`src/rtl/gfx_line_stream.sv`:
```
// gfx_line_stream: Bresenham line rasteriser that emits one pixel per cycle on a
// valid/ready stream. Octant handling (step signs, major axis) is derived
// internally from the two signed endpoints.
// Build option: define GFX_LINE_SKIP_LAST_EN to drop the endpoint pixel, so that
// consecutive polyline segments do not plot their shared vertex twice.
module gfx_line_stream #(
   parameter int POINT_W = 16
) (
   input  logic               clk_i,
   input  logic               rst_i,
   input  logic [POINT_W-1:0] pixel0_x_i,
   input  logic [POINT_W-1:0] pixel0_y_i,
   input  logic [POINT_W-1:0] pixel1_x_i,
   input  logic [POINT_W-1:0] pixel1_y_i,
   input  logic               start_i,
   input  logic               abort_i,
   output logic               busy_o,
   output logic               pix_valid_o,
   input  logic               pix_ready_i,
   output logic [POINT_W-1:0] pix_x_o,
   output logic [POINT_W-1:0] pix_y_o,
   output logic               pix_last_o,
   output logic               done_o
);

   localparam int DW = POINT_W + 1;   // width of |delta|
   localparam int EW = POINT_W + 3;   // width of the signed error term
   localparam logic [POINT_W-1:0] ONE_P = {{(POINT_W-1){1'b0}}, 1'b1};
   localparam logic [DW-1:0]      ONE_D = {{(DW-1){1'b0}}, 1'b1};

   typedef enum logic [1:0] {IDLE, SETUP, RUN, DONE} state_t;

   state_t                state_reg;
   logic [POINT_W-1:0]    x0_reg, y0_reg, x1_reg, y1_reg;
   logic [DW-1:0]         dmajor_reg, dminor_reg;
   // Steps left on the major axis; zero means the major coordinate sits on the
   // (possibly skipped-adjusted) major endpoint.
   logic [DW-1:0]         rem_reg;
   logic                  sx_neg_reg, sy_neg_reg, x_major_reg;
   logic signed [EW-1:0]  err_reg;
   logic                  done_reg;

   logic signed [DW-1:0]  diff_x, diff_y;
   logic [DW-1:0]         dx, dy, setup_dmajor, setup_dminor;
   logic                  setup_x_major;

   logic signed [EW-1:0]  e_sum, err_next;
   logic signed [EW:0]    e_twice;
   logic                  bump_minor, step_x, step_y;
   logic [POINT_W-1:0]    x_next, y_next;

   // Abort during the DONE cycle must hide the completion pulse.
   assign done_o = done_reg & ~abort_i;

   // Endpoint deltas, step directions and axis selection used in SETUP.
   always_comb begin
      diff_x = $signed({x1_reg[POINT_W-1], x1_reg}) - $signed({x0_reg[POINT_W-1], x0_reg});
      diff_y = $signed({y1_reg[POINT_W-1], y1_reg}) - $signed({y0_reg[POINT_W-1], y0_reg});
      dx = diff_x[DW-1] ? -diff_x : diff_x;
      dy = diff_y[DW-1] ? -diff_y : diff_y;
      setup_x_major = (dx >= dy);
      setup_dmajor  = setup_x_major ? dx : dy;
      setup_dminor  = setup_x_major ? dy : dx;
   end

   // Next point and error term for one Bresenham step; the doubled error is
   // compared one bit wider than the register so it cannot wrap.
   always_comb begin
      e_sum      = err_reg + $signed({2'b00, dminor_reg});
      e_twice    = {e_sum, 1'b0};
      bump_minor = (e_twice >= $signed({3'b000, dmajor_reg}));
      err_next   = bump_minor ? (e_sum - $signed({2'b00, dmajor_reg})) : e_sum;
      step_x     = x_major_reg | bump_minor;
      step_y     = ~x_major_reg | bump_minor;
      x_next     = pix_x_o;
      y_next     = pix_y_o;
      if (step_x) begin
         x_next = sx_neg_reg ? (pix_x_o - ONE_P) : (pix_x_o + ONE_P);
      end
      if (step_y) begin
         y_next = sy_neg_reg ? (pix_y_o - ONE_P) : (pix_y_o + ONE_P);
      end
   end

   // Control FSM with registered stream outputs; abort beats any transfer.
   always_ff @(posedge clk_i or posedge rst_i) begin
      if (rst_i) begin
         state_reg   <= IDLE;
         x0_reg      <= '0;
         y0_reg      <= '0;
         x1_reg      <= '0;
         y1_reg      <= '0;
         dmajor_reg  <= '0;
         dminor_reg  <= '0;
         rem_reg     <= '0;
         sx_neg_reg  <= 1'b0;
         sy_neg_reg  <= 1'b0;
         x_major_reg <= 1'b0;
         err_reg     <= '0;
         done_reg    <= 1'b0;
         busy_o      <= 1'b0;
         pix_valid_o <= 1'b0;
         pix_last_o  <= 1'b0;
         pix_x_o     <= '0;
         pix_y_o     <= '0;
      end else if (abort_i && (state_reg != IDLE)) begin
         state_reg   <= IDLE;
         busy_o      <= 1'b0;
         pix_valid_o <= 1'b0;
         pix_last_o  <= 1'b0;
         done_reg    <= 1'b0;
      end else begin
         case (state_reg)
            IDLE: begin
               if (start_i) begin
                  x0_reg    <= pixel0_x_i;
                  y0_reg    <= pixel0_y_i;
                  x1_reg    <= pixel1_x_i;
                  y1_reg    <= pixel1_y_i;
                  busy_o    <= 1'b1;
                  state_reg <= SETUP;
               end
            end
            SETUP: begin
               pix_x_o     <= x0_reg;
               pix_y_o     <= y0_reg;
               dmajor_reg  <= setup_dmajor;
               dminor_reg  <= setup_dminor;
               x_major_reg <= setup_x_major;
               sx_neg_reg  <= diff_x[DW-1];
               sy_neg_reg  <= diff_y[DW-1];
               err_reg     <= '0;
`ifdef GFX_LINE_SKIP_LAST_EN
               if (setup_dmajor == '0) begin
                  state_reg <= DONE;
                  done_reg  <= 1'b1;
               end else begin
                  state_reg   <= RUN;
                  pix_valid_o <= 1'b1;
                  rem_reg     <= setup_dmajor - ONE_D;
                  pix_last_o  <= (setup_dmajor == ONE_D);
               end
`else
               state_reg   <= RUN;
               pix_valid_o <= 1'b1;
               rem_reg     <= setup_dmajor;
               pix_last_o  <= (setup_dmajor == '0);
`endif
            end
            RUN: begin
               if (pix_valid_o && pix_ready_i) begin
                  if (pix_last_o) begin
                     state_reg   <= DONE;
                     pix_valid_o <= 1'b0;
                     pix_last_o  <= 1'b0;
                     done_reg    <= 1'b1;
                  end else begin
                     pix_x_o    <= x_next;
                     pix_y_o    <= y_next;
                     err_reg    <= err_next;
                     rem_reg    <= rem_reg - ONE_D;
                     pix_last_o <= (rem_reg == ONE_D);
                  end
               end
            end
            DONE: begin
               state_reg <= IDLE;
               busy_o    <= 1'b0;
               done_reg  <= 1'b0;
            end
            default: state_reg <= IDLE;
         endcase
      end
   end

endmodule

```
`config.mk`:
```
export PLATFORM = sky130hd
export DESIGN_NAME = gfx_line_stream
export DESIGN_NICKNAME = d
export VERILOG_FILES = /design/src/rtl/gfx_line_stream.sv
export SDC_FILE = /design/constraint.sdc
export NUM_CORES = 1
export LEC_CHECK = 0
export ABC_AREA = 1
export CORE_AREA = 4 4 160 162
export CTS_BUF_LIST = sky130_fd_sc_hd__clkbuf_4 sky130_fd_sc_hd__clkbuf_8
export DETAILED_ROUTE_END_ITERATION = 12
export DIE_AREA = 0 0 164 166
export HOLD_SLACK_MARGIN = 0.06
export PLACE_DENSITY = 0.83
export SLEW_MARGIN = 25
export SYNTH_ARGS = -nofsm -noshare
export SYNTH_HDL_FRONTEND = slang
export SYNTH_SLANG_ARGS = --single-unit
```
`constraint.sdc`:
```
create_clock -name clk_i -period 8.39 [get_ports clk_i]
set_input_delay 1.678 -clock clk_i [delete_from_list [all_inputs] [get_ports clk_i]]
set_output_delay 1.678 -clock clk_i [all_outputs]
set_load 0.005 [all_outputs]
```
==> results.sh <==
export IMPL_overflow=0
export IMPL_postSynthCellCount=1995
export IMPL_crit_type="register to register"
export IMPL_cp_start_kind="register"
export IMPL_final_nets=2286
export IMPL_max_slew_margin=0.368
export IMPL_fill_cells=2108
export IMPL_detail_route_antenna_nets=0
export IMPL_synth_edff_count=0
export IMPL_cts_hold_fix_buffers=0
export IMPL_netlist_top_cell_by_area="dfrtp_1"
export IMPL_post_drt_wl_per_cell_um=15.9
export IMPL_worstPathMaxFanout=30
export IMPL_antenna_cells=0
export IMPL_initial_utilization=0.596
export IMPL_ys_seq_area_frac=0.305
export IMPL_grt_pass1_vias=13100
export IMPL_drive_gt1_frac=0.0809
export IMPL_clock_latency_ns=0.48
export IMPL_synth_top_area_share=0.305
export IMPL_async_flop_share=1.00
export IMPL_use_met1=0.372
export IMPL_synth_nets=2204
export IMPL_r2r_start="x0_reg[0]"
export IMPL_port_buffers=104
export IMPL_via_per_inst=5.58
export IMPL_postSynthAreaPerCell_sq_um=7.20
export IMPL_die_width_um=164
export IMPL_place_inst=2382
export IMPL_drc_errors=0
export IMPL_largest_register_ffs=19
export IMPL_gp_congestion=0.952
export IMPL_grt_max_degree=72
export IMPL_cp_required_ns=8.76
export IMPL_area_growth_pct=11.8
export IMPL_cp_end_kind="register"
export IMPL_finClkSkew_ns=0.0197
export IMPL_busiest_layer="met2"
export IMPL_cts_resized_gates=0
export IMPL_gr_usage_met3=0.0360
export IMPL_synth_distinct_cells=53
export IMPL_post_route_period_util=0.656
export IMPL_cts_sinks=175
export IMPL_rsz0062_at_grt="no"
export IMPL_cap_violations=0
export IMPL_final_instance_count_excl_fill=2414
export IMPL_postCtsSetupRepairBufs=0
export IMPL_cts_tree="yes"
export IMPL_vias=13500
export IMPL_numCtsBuffers=17
export IMPL_arrival_ns=5.87
export IMPL_num_rows=57
export IMPL_met2_usage=0.501
export IMPL_cts_max_path_buffers=2
export IMPL_clockRootBuffer="clkbuf_8"
export IMPL_tns_ns=0
export IMPL_design_die_area_sq_um=27200
export IMPL_finalHoldViolations=0
export IMPL_fp_coreArea_sq_um=24100
export IMPL_worst_slew_pin_slew_ns=0.941
export IMPL_ys_warn_count=0
export IMPL_status="complete, no violations"
export IMPL_antenna_found_initial=0
export IMPL_setup_viol=0
export IMPL_finalMaxSlewViolations=0
export IMPL_dp_hpwl_mm=29.5
export IMPL_clock_fmax_mhz=182
export IMPL_synth_ff_latch_count=175
export IMPL_crit_start="x0_reg[0]"
export IMPL_routed_wl_mm=38.5
export IMPL_yosys_top_cells_area="dfrtp_1 30%, nand2_1 13%, ha_1 12%"
export IMPL_path_clk_slew_ns=0.10
export IMPL_grt_usage=0.286
export IMPL_synth_ff_type="dfrtp_1"
export IMPL_first_pass_iters=7
export IMPL_holdCritStartpoint="dminor_reg[16]"
export IMPL_grt_pass1_wl_mm=64.0
export IMPL_fin_crit_ns=5.50
export IMPL_htree_num_levels=4
export IMPL_dieHeight_um=166
export IMPL_netlist_area_sq_um=14400
export IMPL_min_path_type="register to register"
export IMPL_io_pins=105
export IMPL_drt_iter0_drc=1149
-- cell usage after synthesis (all sizes together) (6+ instances only) --
library cell and n:
fa 6, or2 7, xnor2 19, o22ai 6, ha 134, o221ai 8
xor2 60, o21ai 173, buf 17, a21boi 9, nand4 24, nand2 539
nand3b 6, inv 270, o211ai 21, dfrtp 175, nand3 83, nor3 15
a21oi 153, a21o 6, a31oi 6, nor2 171, mux2 30, clkbuf 32
-- cell usage in the layout (no fill, tap or decap), drive strengths merged, types with 60 or more instances in the layout --
cell type,n
nand2,539
inv,276
dfrtp,175
o21ai,173
nor2,171
a21oi,153
ha,134
clkdlybuf4s50,104
nand3,83
xor2,60
-- per-layer routing --
layer | wire (um) | part of all wire
met2 | 19100 | 0.50
met5 | 0 | 0
met3 | 2220 | 0.058
met1 | 16400 | 0.43
met4 | 756 | 0.020
-- path summary, 6_finish.rpt --
| kind | to | slack (ns) | cells past startpoint |
|---|---|---|---|
| worst min register to register | dminor_reg[16] | 0.50 | 2 |
| worst max register to register | pix_last_o | 2.89 | 24 |
| worst max-delay path | pix_last_o | 2.89 | 24 |
| min in group asynchronous | state_reg[1] | 1.55 | 2 |
| worst min-delay path | dminor_reg[16] | 0.50 | 2 |
| max in group asynchronous | y1_reg[12] | 5.57 | 3 |
-- critical path: stages, from the launching register on --
cell      delay (ns)
dfrtp_1         0.41
ha_1            0.24
fa_1            0.53
ha_1            0.19
a21boi_2        0.18
nand3_2         0.09
nor2_1          0.09
nand2_1         0.10
nor2_4          0.14
nand3_2         0.12
nor2_1          0.15
nand2_1         0.06
nand2_1         0.07
xor2_1          0.30
ha_1            0.31
nand2_1         0.07
a21oi_1         0.06
nor3_1          0.72
nand3_2         0.74
o21ai_1         0.47
nor2_1          0.09
nand3_1         0.09
nand2_1         0.05
nand2_1         0.08
nand2_1         0.05
-- cell families (layout without fill, tap and decap cells) --
logic type               after synthesis  in the layout  synth area share
flip-flops                           175            175             0.305
buffers and inverters                320            415            0.0880
AND/OR/NAND/NOR                      853            853             0.257
adder cells (fa/ha/maj)              140            140             0.125
AO/OA/AOI/OAI                        398            398             0.153
XOR/XNOR                              79             79            0.0487
multiplexers                          30             30            0.0235
-- final cells by class --
| cell class | count | area [sq um] | area share |
|---|---|---|---|
| Sequential cell | 175 | 4380 | 0.273 |
| Timing Repair Buffer | 112 | 1100 | 0.0685 |
| Clock inverter | 14 | 178 | 0.0111 |
| Inverter | 271 | 1020 | 0.0636 |
| Multi-Input combinational cell | 1500 | 8740 | 0.544 |
| Tap cell | 324 | 405 | 0.0252 |
| Clock buffer | 18 | 241 | 0.0150 |
-- per-stage QoR --
| step | worst slack [ns] | utilization | hold WS [ns] | area (sq um) |
|---|---|---|---|---|
| 6_report | 2.89 | 0.667 | 0.500 | 16100 |
| 5_1_grt | 2.26 | 0.667 | 0.534 | 16100 |
| 4_1_cts | 2.97 | 0.666 | 0.502 | 16100 |
| 3_5_place_dp | 3.00 | 0.649 | 0.475 | 15600 |
| 3_3_place_gp | 3.12 | 0.649 | 0.470 | 15600 |
| 2_1_floorplan | 1.97 | - | 0.453 | 14400 |
Power is not shown: default switching activity piles up to over one toggle a cycle in this logic, so the estimate is an artifact.
